--- config.mk ---
export PLATFORM = sky130hd
export DESIGN_NAME = uart_frame_assembler_flat
export DESIGN_NICKNAME = d
export VERILOG_FILES = /design/src/rtl/uart_frame_assembler_if.sv /design/src/rtl/uart_frame_assembler.sv /design/src/flat_wrapper.sv
export SDC_FILE = /design/constraint.sdc
export NUM_CORES = 1
export LEC_CHECK = 0
export BUFFER_PORTS_ARGS = -buffer_cell sky130_fd_sc_hd__buf_2
export CAP_MARGIN = 20
export CORE_MARGIN = 2
export CORE_UTILIZATION = 55
export DETAILED_ROUTE_END_ITERATION = 7
export GPL_ROUTABILITY_DRIVEN = 0
export HOLD_SLACK_MARGIN = 0.03
export PLACE_DENSITY = 0.76
export SYNTH_ARGS = -nofsm -noshare
export SYNTH_HDL_FRONTEND = slang
export SYNTH_SLANG_ARGS = --single-unit
--- constraint.sdc ---
create_clock -name clk -period 3.04 [get_ports clk]
set_clock_uncertainty 0.2 [all_clocks]
set_input_delay 0.76 -clock clk [delete_from_list [all_inputs] [get_ports clk]]
set_output_delay 0.76 -clock clk [all_outputs]
set_load 0.02 [all_outputs]
--- src/rtl/uart_frame_assembler_if.sv ---
`default_nettype none
// ============================================================================
// Module      : uart_frame_assembler_if
// Description : Byte-stream bundle between uart_rx, the frame assembler and
//               the solver-side loader. The receive strobe (axiid/axiiv), the
//               payload handshake (axiod/axiov/axiir) and the frame status
//               flags travel together.
//               master : host/loader side (drives bytes in, ready back)
//               slave  : frame assembler
// Revision    : 1.0  initial release
// ============================================================================
interface uart_frame_assembler_if #(
    parameter int MAX_LEN = 64
) ();
    localparam int c_LEN_W = $clog2(MAX_LEN + 1);

    logic [7:0]         axiid;
    logic               axiiv;
    logic [7:0]         axiod;
    logic               axiov;
    logic               axiir;
    logic [c_LEN_W-1:0] frame_len;
    logic               frame_done;
    logic               frame_err;
    logic               overrun;
    logic               busy;

    modport master (
        output axiid, axiiv, axiir,
        input  axiod, axiov, frame_len, frame_done, frame_err, overrun, busy
    );

    modport slave (
        input  axiid, axiiv, axiir,
        output axiod, axiov, frame_len, frame_done, frame_err, overrun, busy
    );
endinterface
`default_nettype wire

--- src/rtl/uart_frame_assembler.sv ---
`default_nettype none
// ============================================================================
// Module      : uart_frame_assembler
// Description : Assembles SOF / length / payload / XOR-checksum frames from
//               the uart_rx byte stream, buffers the payload and releases it
//               over a valid/ready byte interface only once the checksum has
//               verified. Rejected frames pulse frame_err and are discarded.
//               Optional macro FRAME_TIMEOUT_EN adds an inter-byte idle
//               timeout (TIMEOUT_CYCLES) that aborts stalled partial frames.
// Revision    : 1.0  initial release
// ============================================================================
module uart_frame_assembler #(
    parameter int         MAX_LEN        = 64,
    parameter logic [7:0] SOF_BYTE       = 8'hA5,
    parameter int         TIMEOUT_CYCLES = 50_000_000
) (
    input wire                    clk,
    input wire                    rst,
    uart_frame_assembler_if.slave bus
);
    localparam int c_LEN_W = $clog2(MAX_LEN + 1);
    localparam int c_PTR_W = (MAX_LEN > 1) ? $clog2(MAX_LEN) : 1;

    typedef enum logic [2:0] {
        S_IDLE    = 3'd0,
        S_LEN     = 3'd1,
        S_PAYLOAD = 3'd2,
        S_CHECK   = 3'd3,
        S_DRAIN   = 3'd4
    } state_t;

    state_t             r_state;
    logic [c_LEN_W-1:0] r_len;
    logic [c_LEN_W-1:0] r_frame_len;
    logic [7:0]         r_csum;
    logic [c_PTR_W-1:0] r_wr_ptr;
    logic [c_PTR_W-1:0] r_rd_ptr;
    logic [7:0]         r_buf [MAX_LEN];
    logic               r_axiov;
    logic               r_frame_done;
    logic               r_frame_err;
    logic               r_overrun;
    logic               r_busy;

    logic [c_LEN_W-1:0] w_len_m1;
    logic               w_len_bad;
    logic               w_wr_last;
    logic               w_rd_last;
    logic               w_xfer;
    logic               w_timeout;

    assign w_len_m1  = r_len - c_LEN_W'(1);
    // A zero length or one that cannot fit the buffer is malformed.
    assign w_len_bad = (bus.axiid == 8'd0) || (int'(bus.axiid) > MAX_LEN);
    assign w_wr_last = (c_LEN_W'(r_wr_ptr) == w_len_m1);
    assign w_rd_last = (c_LEN_W'(r_rd_ptr) == w_len_m1);
    assign w_xfer    = r_axiov && bus.axiir;

`ifdef FRAME_TIMEOUT_EN
    localparam int c_TO_W = (TIMEOUT_CYCLES > 1) ? $clog2(TIMEOUT_CYCLES) : 1;

    logic [c_TO_W-1:0] r_idle_cnt;
    logic              w_in_frame;

    assign w_in_frame = (r_state == S_LEN) || (r_state == S_PAYLOAD) ||
                        (r_state == S_CHECK);
    assign w_timeout  = w_in_frame && !bus.axiiv &&
                        (r_idle_cnt == c_TO_W'(TIMEOUT_CYCLES - 1));

    // Idle counter: cleared by every received byte and outside a frame.
    always_ff @(posedge clk or posedge rst) begin
        if (rst) begin
            r_idle_cnt <= '0;
        end else if (!w_in_frame || bus.axiiv || w_timeout) begin
            r_idle_cnt <= '0;
        end else begin
            r_idle_cnt <= r_idle_cnt + c_TO_W'(1);
        end
    end
`else
    // Counter compiled out: constant false for any legal TIMEOUT_CYCLES, so a
    // stalled frame simply waits for more bytes or a reset.
    assign w_timeout = (TIMEOUT_CYCLES < 0);
`endif

    // Payload buffer write; no reset needed since reads only follow writes.
    always_ff @(posedge clk) begin
        if ((r_state == S_PAYLOAD) && bus.axiiv) begin
            r_buf[r_wr_ptr] <= bus.axiid;
        end
    end

    // Frame FSM with registered handshake and status outputs.
    always_ff @(posedge clk or posedge rst) begin
        if (rst) begin
            r_state      <= S_IDLE;
            r_len        <= '0;
            r_frame_len  <= '0;
            r_csum       <= 8'h00;
            r_wr_ptr     <= '0;
            r_rd_ptr     <= '0;
            r_axiov      <= 1'b0;
            r_frame_done <= 1'b0;
            r_frame_err  <= 1'b0;
            r_overrun    <= 1'b0;
            r_busy       <= 1'b0;
        end else begin
            r_frame_done <= 1'b0;
            r_frame_err  <= 1'b0;
            case (r_state)
                S_IDLE: begin
                    if (bus.axiiv && (bus.axiid == SOF_BYTE)) begin
                        r_state <= S_LEN;
                        r_busy  <= 1'b1;
                    end
                end
                S_LEN: begin
                    if (bus.axiiv) begin
                        r_len  <= c_LEN_W'(bus.axiid);
                        r_csum <= bus.axiid;
                        if (w_len_bad) begin
                            r_frame_err <= 1'b1;
                            r_state     <= S_IDLE;
                            r_busy      <= 1'b0;
                        end else begin
                            r_wr_ptr <= '0;
                            r_state  <= S_PAYLOAD;
                        end
                    end else if (w_timeout) begin
                        r_frame_err <= 1'b1;
                        r_state     <= S_IDLE;
                        r_busy      <= 1'b0;
                    end
                end
                S_PAYLOAD: begin
                    if (bus.axiiv) begin
                        r_csum   <= r_csum ^ bus.axiid;
                        r_wr_ptr <= r_wr_ptr + c_PTR_W'(1);
                        if (w_wr_last) begin
                            r_state <= S_CHECK;
                        end
                    end else if (w_timeout) begin
                        r_frame_err <= 1'b1;
                        r_state     <= S_IDLE;
                        r_busy      <= 1'b0;
                    end
                end
                S_CHECK: begin
                    if (bus.axiiv) begin
                        if (bus.axiid == r_csum) begin
                            r_rd_ptr    <= '0;
                            r_frame_len <= r_len;
                            r_axiov     <= 1'b1;
                            r_state     <= S_DRAIN;
                        end else begin
                            r_frame_err <= 1'b1;
                            r_state     <= S_IDLE;
                            r_busy      <= 1'b0;
                        end
                    end else if (w_timeout) begin
                        r_frame_err <= 1'b1;
                        r_state     <= S_IDLE;
                        r_busy      <= 1'b0;
                    end
                end
                S_DRAIN: begin
                    // Bytes arriving now are lost; flag it but keep draining.
                    if (bus.axiiv) begin
                        r_overrun <= 1'b1;
                    end
                    if (w_xfer) begin
                        if (w_rd_last) begin
                            r_axiov      <= 1'b0;
                            r_frame_done <= 1'b1;
                            r_rd_ptr     <= '0;
                            r_state      <= S_IDLE;
                            r_busy       <= 1'b0;
                        end else begin
                            r_rd_ptr <= r_rd_ptr + c_PTR_W'(1);
                        end
                    end
                end
                default: begin
                    r_state <= S_IDLE;
                    r_axiov <= 1'b0;
                    r_busy  <= 1'b0;
                end
            endcase
        end
    end

    // Combinational buffer read keeps axiod aligned with axiov and stable
    // under backpressure since rd_ptr only moves on a transfer.
    assign bus.axiod      = r_axiov ? r_buf[r_rd_ptr] : 8'h00;
    assign bus.axiov      = r_axiov;
    assign bus.frame_len  = r_frame_len;
    assign bus.frame_done = r_frame_done;
    assign bus.frame_err  = r_frame_err;
    assign bus.overrun    = r_overrun;
    assign bus.busy       = r_busy;

endmodule
`default_nettype wire

--- src/flat_wrapper.sv ---
// flat-port wrapper written by rule: the top's interface ports become plain ports
module uart_frame_assembler_flat 
#(
    parameter int         MAX_LEN        = 64,
    parameter logic [7:0] SOF_BYTE       = 8'hA5,
    parameter int         TIMEOUT_CYCLES = 50_000_000
)
  (clk, rst, bus_axiid, bus_axiiv, bus_axiir, bus_axiod, bus_axiov, bus_frame_len, bus_frame_done, bus_frame_err, bus_overrun, bus_busy);
  uart_frame_assembler_if #(.MAX_LEN(MAX_LEN)) bus_i ();
  input wire clk;
  input wire rst;
  input wire logic [$bits(bus_i.axiid)-1:0] bus_axiid;
  input wire logic [$bits(bus_i.axiiv)-1:0] bus_axiiv;
  input wire logic [$bits(bus_i.axiir)-1:0] bus_axiir;
  output wire logic [$bits(bus_i.axiod)-1:0] bus_axiod;
  output wire logic [$bits(bus_i.axiov)-1:0] bus_axiov;
  output wire logic [$bits(bus_i.frame_len)-1:0] bus_frame_len;
  output wire logic [$bits(bus_i.frame_done)-1:0] bus_frame_done;
  output wire logic [$bits(bus_i.frame_err)-1:0] bus_frame_err;
  output wire logic [$bits(bus_i.overrun)-1:0] bus_overrun;
  output wire logic [$bits(bus_i.busy)-1:0] bus_busy;
  assign bus_i.axiid = bus_axiid;
  assign bus_i.axiiv = bus_axiiv;
  assign bus_i.axiir = bus_axiir;
  assign bus_axiod = bus_i.axiod;
  assign bus_axiov = bus_i.axiov;
  assign bus_frame_len = bus_i.frame_len;
  assign bus_frame_done = bus_i.frame_done;
  assign bus_frame_err = bus_i.frame_err;
  assign bus_overrun = bus_i.overrun;
  assign bus_busy = bus_i.busy;
  uart_frame_assembler #(.MAX_LEN(MAX_LEN), .SOF_BYTE(SOF_BYTE), .TIMEOUT_CYCLES(TIMEOUT_CYCLES)) u_core (.clk(clk), .rst(rst), .bus(bus_i));
endmodule
==> results.cfg <==
[run_status]
outcome = finished, violations left
violations = setup timing

[critical_path]
r2r_slack_ns = 0.21
max_stage_delay_ns = 0.52
worstSetupPathType = register to output pin
reg2reg_depth = 9
timing.rr.start = u_core.r_len[0]
cp_slowest_cell = mux4_2
critPathRequiredTime_ns = 2.08
crit_chain = buf_8 > buf_12 > mux4_2 > mux2i_2 > buf_4 > o22ai_2 > nor2_1 > o21ai_2 > o211a_1 > buf_6
rr_endpoint = u_core.r_rd_ptr[2]
cp_max_fo = 6
cp-start-kind = register
end_kind = output pin
worstPathArrival_ns = 2.91

[timing]
period_share_pct = 127
drv_slew = 0
tightest_slew_ns = 0.791
max_freq_mhz = 259
rsz0062_at_grt = true
hold_violations = 0
postLayoutSetupSlackWorst_ns = -0.828
fin_crit_ns = 3.87
fin_setup_tns_ns = -6.37
slew-limit-headroom_pct = 47.2
setup_viol = 8

[cells_and_area]
insertedDiodeCount = 0
fin_cells = 1933
postLayoutCellArea_sq_um = 26400
syn_to_final_growth_pct = 18.2
final_common_cell = edfxtp_1
utilization_pct = 66.1
layout-drive-gt1-share_pct = 34.5
final_cell_mix = edfxtp_1 (512), buf_4 (132), mux4_2 (128)
nNetsFinal = 1383
fillers = 2485

[clocking]
clk_latency_ns = 0.60
cts_tree = done
hold_buffers = 0
cts.sinks = 554
clockBufferDepth = 3
htree_levels = 2
cts_root_buf = clkbuf_16
cts-buffers-inserted = 53
clk_pin_slew_ns = 0.07

[yosys]
avgSynthCellArea_sq_um = 18.8
synthCells = 1187
async_flop_share_pct = 7.58
synth_cell_type_count = 56
synth.cell_area_sq_um = 22300
ys_warn_count = 0
synth-edff-count = 512
synth_nets = 1202
ys_ff_latch = 554
synth-seq-area-share_pct = 73.7
synth-main-ff-cell = edfxtp_1

[global_route]
first_global_vias = 12500
grt_max_degree = 66
antenna_found_initial = 3
grt.total_usage_pct = 26.8
grt_pass1_wl_um = 80800
gr-total-overflow = 0

[pwr]
p_sw_share_pct = 28.7
p_leak_nw = 8.85
p_clk_share_pct = 29.7
cellPowerDensity_nw_per_um2 = 821
power_switching_w = 0.00620
peakVddDrop_mv = 0.470
combinationalPowerShare_pct = 31.2
power.share.sequential_pct = 39.2
p_int_w = 0.0154

[drt]
drtAntennaViolNets = 0
drt_first_iter_violations = 1461
num_vias = 12300
dr.pass1.iters = 5
post_drt_wl_per_cell_um = 28.4
route.detailed.drc = 0
via_per_inst = 6.39
wirelength_um = 54800

[place]
port_buffers = 31
placed_cell_area_sq_um = 24100
dp_hpwl_um = 33400
dp_cells = 1819

[floorplanning]
rows = 73
fp.dieH_um = 205
io_pins = 32
start_util_pct = 55.9
coreArea_sq_um = 39900
die_w_um = 205
die_area_sq_um = 42200

[job]
max_cap_violations = 0

[min_path]
hp-class = primary input to async pin
==> critical path, delay by kind of cell, from the launching register on <==
| family | cells | cell delay [ns] |
|---|---|---|
| simple gates | 1 | 0.15 |
| mux | 2 | 0.72 |
| compound gates | 3 | 0.35 |
| buf+inv | 4 | 0.60 |
| flops | 1 | 0.49 |
==> flip-flops by register name, indices dropped and copies added (netlist names) <==
register,flops
u_core.r_buf,512
u_core.r_csum,8
u_core.bus.frame_len,7
u_core.r_len,7
u_core.r_rd_ptr,6
u_core.r_wr_ptr,6
u_core.r_state,3
u_core.bus.axiov,1
u_core.bus.busy,1
u_core.bus.frame_done,1
u_core.bus.frame_err,1
u_core.bus.overrun,1
==> through the flow <==
stage,hold WS [ns],worst slack (ns),power (W)
after floorplan,0.278,0.131,0.0121
after global placement,0.237,-0.288,0.0141
after detailed placement,0.241,-0.328,0.0141
after CTS,0.103,-0.822,0.0213
after global routing,0.158,-0.892,0.0223
final,0.0940,-0.828,0.0216
==> synthesized netlist by cell type, drive strengths merged (2+ instances only) <==
cell type | n | area, sq um
edfxtp | 512 | 15400
mux4 | 128 | 2880
nor2 | 97 | 367
nand2 | 57 | 214
dfrtp | 42 | 1050
buf | 38 | 219
o21ai | 37 | 185
clkbuf | 29 | 109
a22oi | 27 | 203
mux2i | 25 | 250
nand3 | 24 | 120
a21oi | 19 | 95.1
mux2 | 13 | 150
xnor2 | 13 | 114
xor2 | 12 | 105
or2 | 11 | 68.8
nor3 | 9 | 56.3
o211ai | 9 | 67.6
a311oi | 8 | 70.1
o211a | 8 | 80.1
o22ai | 8 | 50.1
inv | 7 | 26.3
nand3b | 6 | 45.0
and2 | 5 | 31.3
or3 | 5 | 31.3
nor2b | 4 | 25.0
nor4 | 4 | 40.0
or3b | 4 | 35.0
ha | 3 | 37.5
nand2b | 3 | 21.3
nand4 | 3 | 25.0
a21o | 2 | 15.0
a31oi | 2 | 12.5
and3 | 2 | 12.5
o31ai | 2 | 15.0
==> what timing repair did <==
action,CTS,global route
buffers inserted,16,1
cloned,5,0
pin swaps,6,8
endpoints found under the hold margin,0,0
resized for setup,61,40
endpoints found under the setup margin,8,8
==> power by group through the flow <==
stage | Clock (W) | Sequential [W] | Combinational [W]
final | 0.00642 | 0.00848 | 0.00675
after global placement | 0 | 0.00863 | 0.00544
after detailed placement | 0 | 0.00863 | 0.00551
after global routing | 0.00674 | 0.00847 | 0.00707
after CTS | 0.00646 | 0.00847 | 0.00640
after floorplan | 0 | 0.00855 | 0.00354
==> cells by family after synthesis <==
logic type	share of synthesized area, %
fa+ha+maj	0.168
mux	14.7
buf+inv	1.59
xor+xnor	0.982
simple gates	4.90
compound gates	3.97
flops	73.7
==> per-layer routing <==
metal / vias up / share of wire [%] / track usage (%)
met5: - / 0.066 / 0
met4: 6 / 4.2 / 11.2
met3: 145 / 9.0 / 5.76
met2: 712 / 50 / 44.0
met1: 6319 / 37 / 35.0
li1: 5162 / - / -
==> layout make-up <==
type / instances / area [sq um] / share of cell area (%)
Sequential cell: 554 / 16400 / 62.3
Multi-Input combinational cell: 559 / 5780 / 21.9
Timing Repair Buffer: 193 / 1800 / 6.82
Clock buffer: 61 / 1360 / 5.14
Tap cell: 525 / 657 / 2.49
Clock inverter: 34 / 312 / 1.18
Inverter: 7 / 26.3 / 0.0997
==> how the worst max path moves through the flow <==
| stage | slack, ns | from | endpoint |
|---|---|---|---|
| 6_report | -0.83 | u_core.r_rd_ptr[0] | bus_axiod[5] |
| 5_1_grt | -0.89 | u_core.r_rd_ptr[0] | bus_axiod[5] |
| 4_1_cts | -0.82 | u_core.r_rd_ptr[0] | bus_axiod[6] |
| 3_5_place_dp | -0.33 | u_core.r_rd_ptr[1] | bus_axiod[3] |
| 3_3_place_gp | -0.29 | u_core.r_rd_ptr[0] | bus_axiod[3] |
| 2_1_floorplan | 0.13 | u_core.r_rd_ptr[0] | bus_axiod[6] |
No activity file was read; power rests on OpenSTA's default activity.
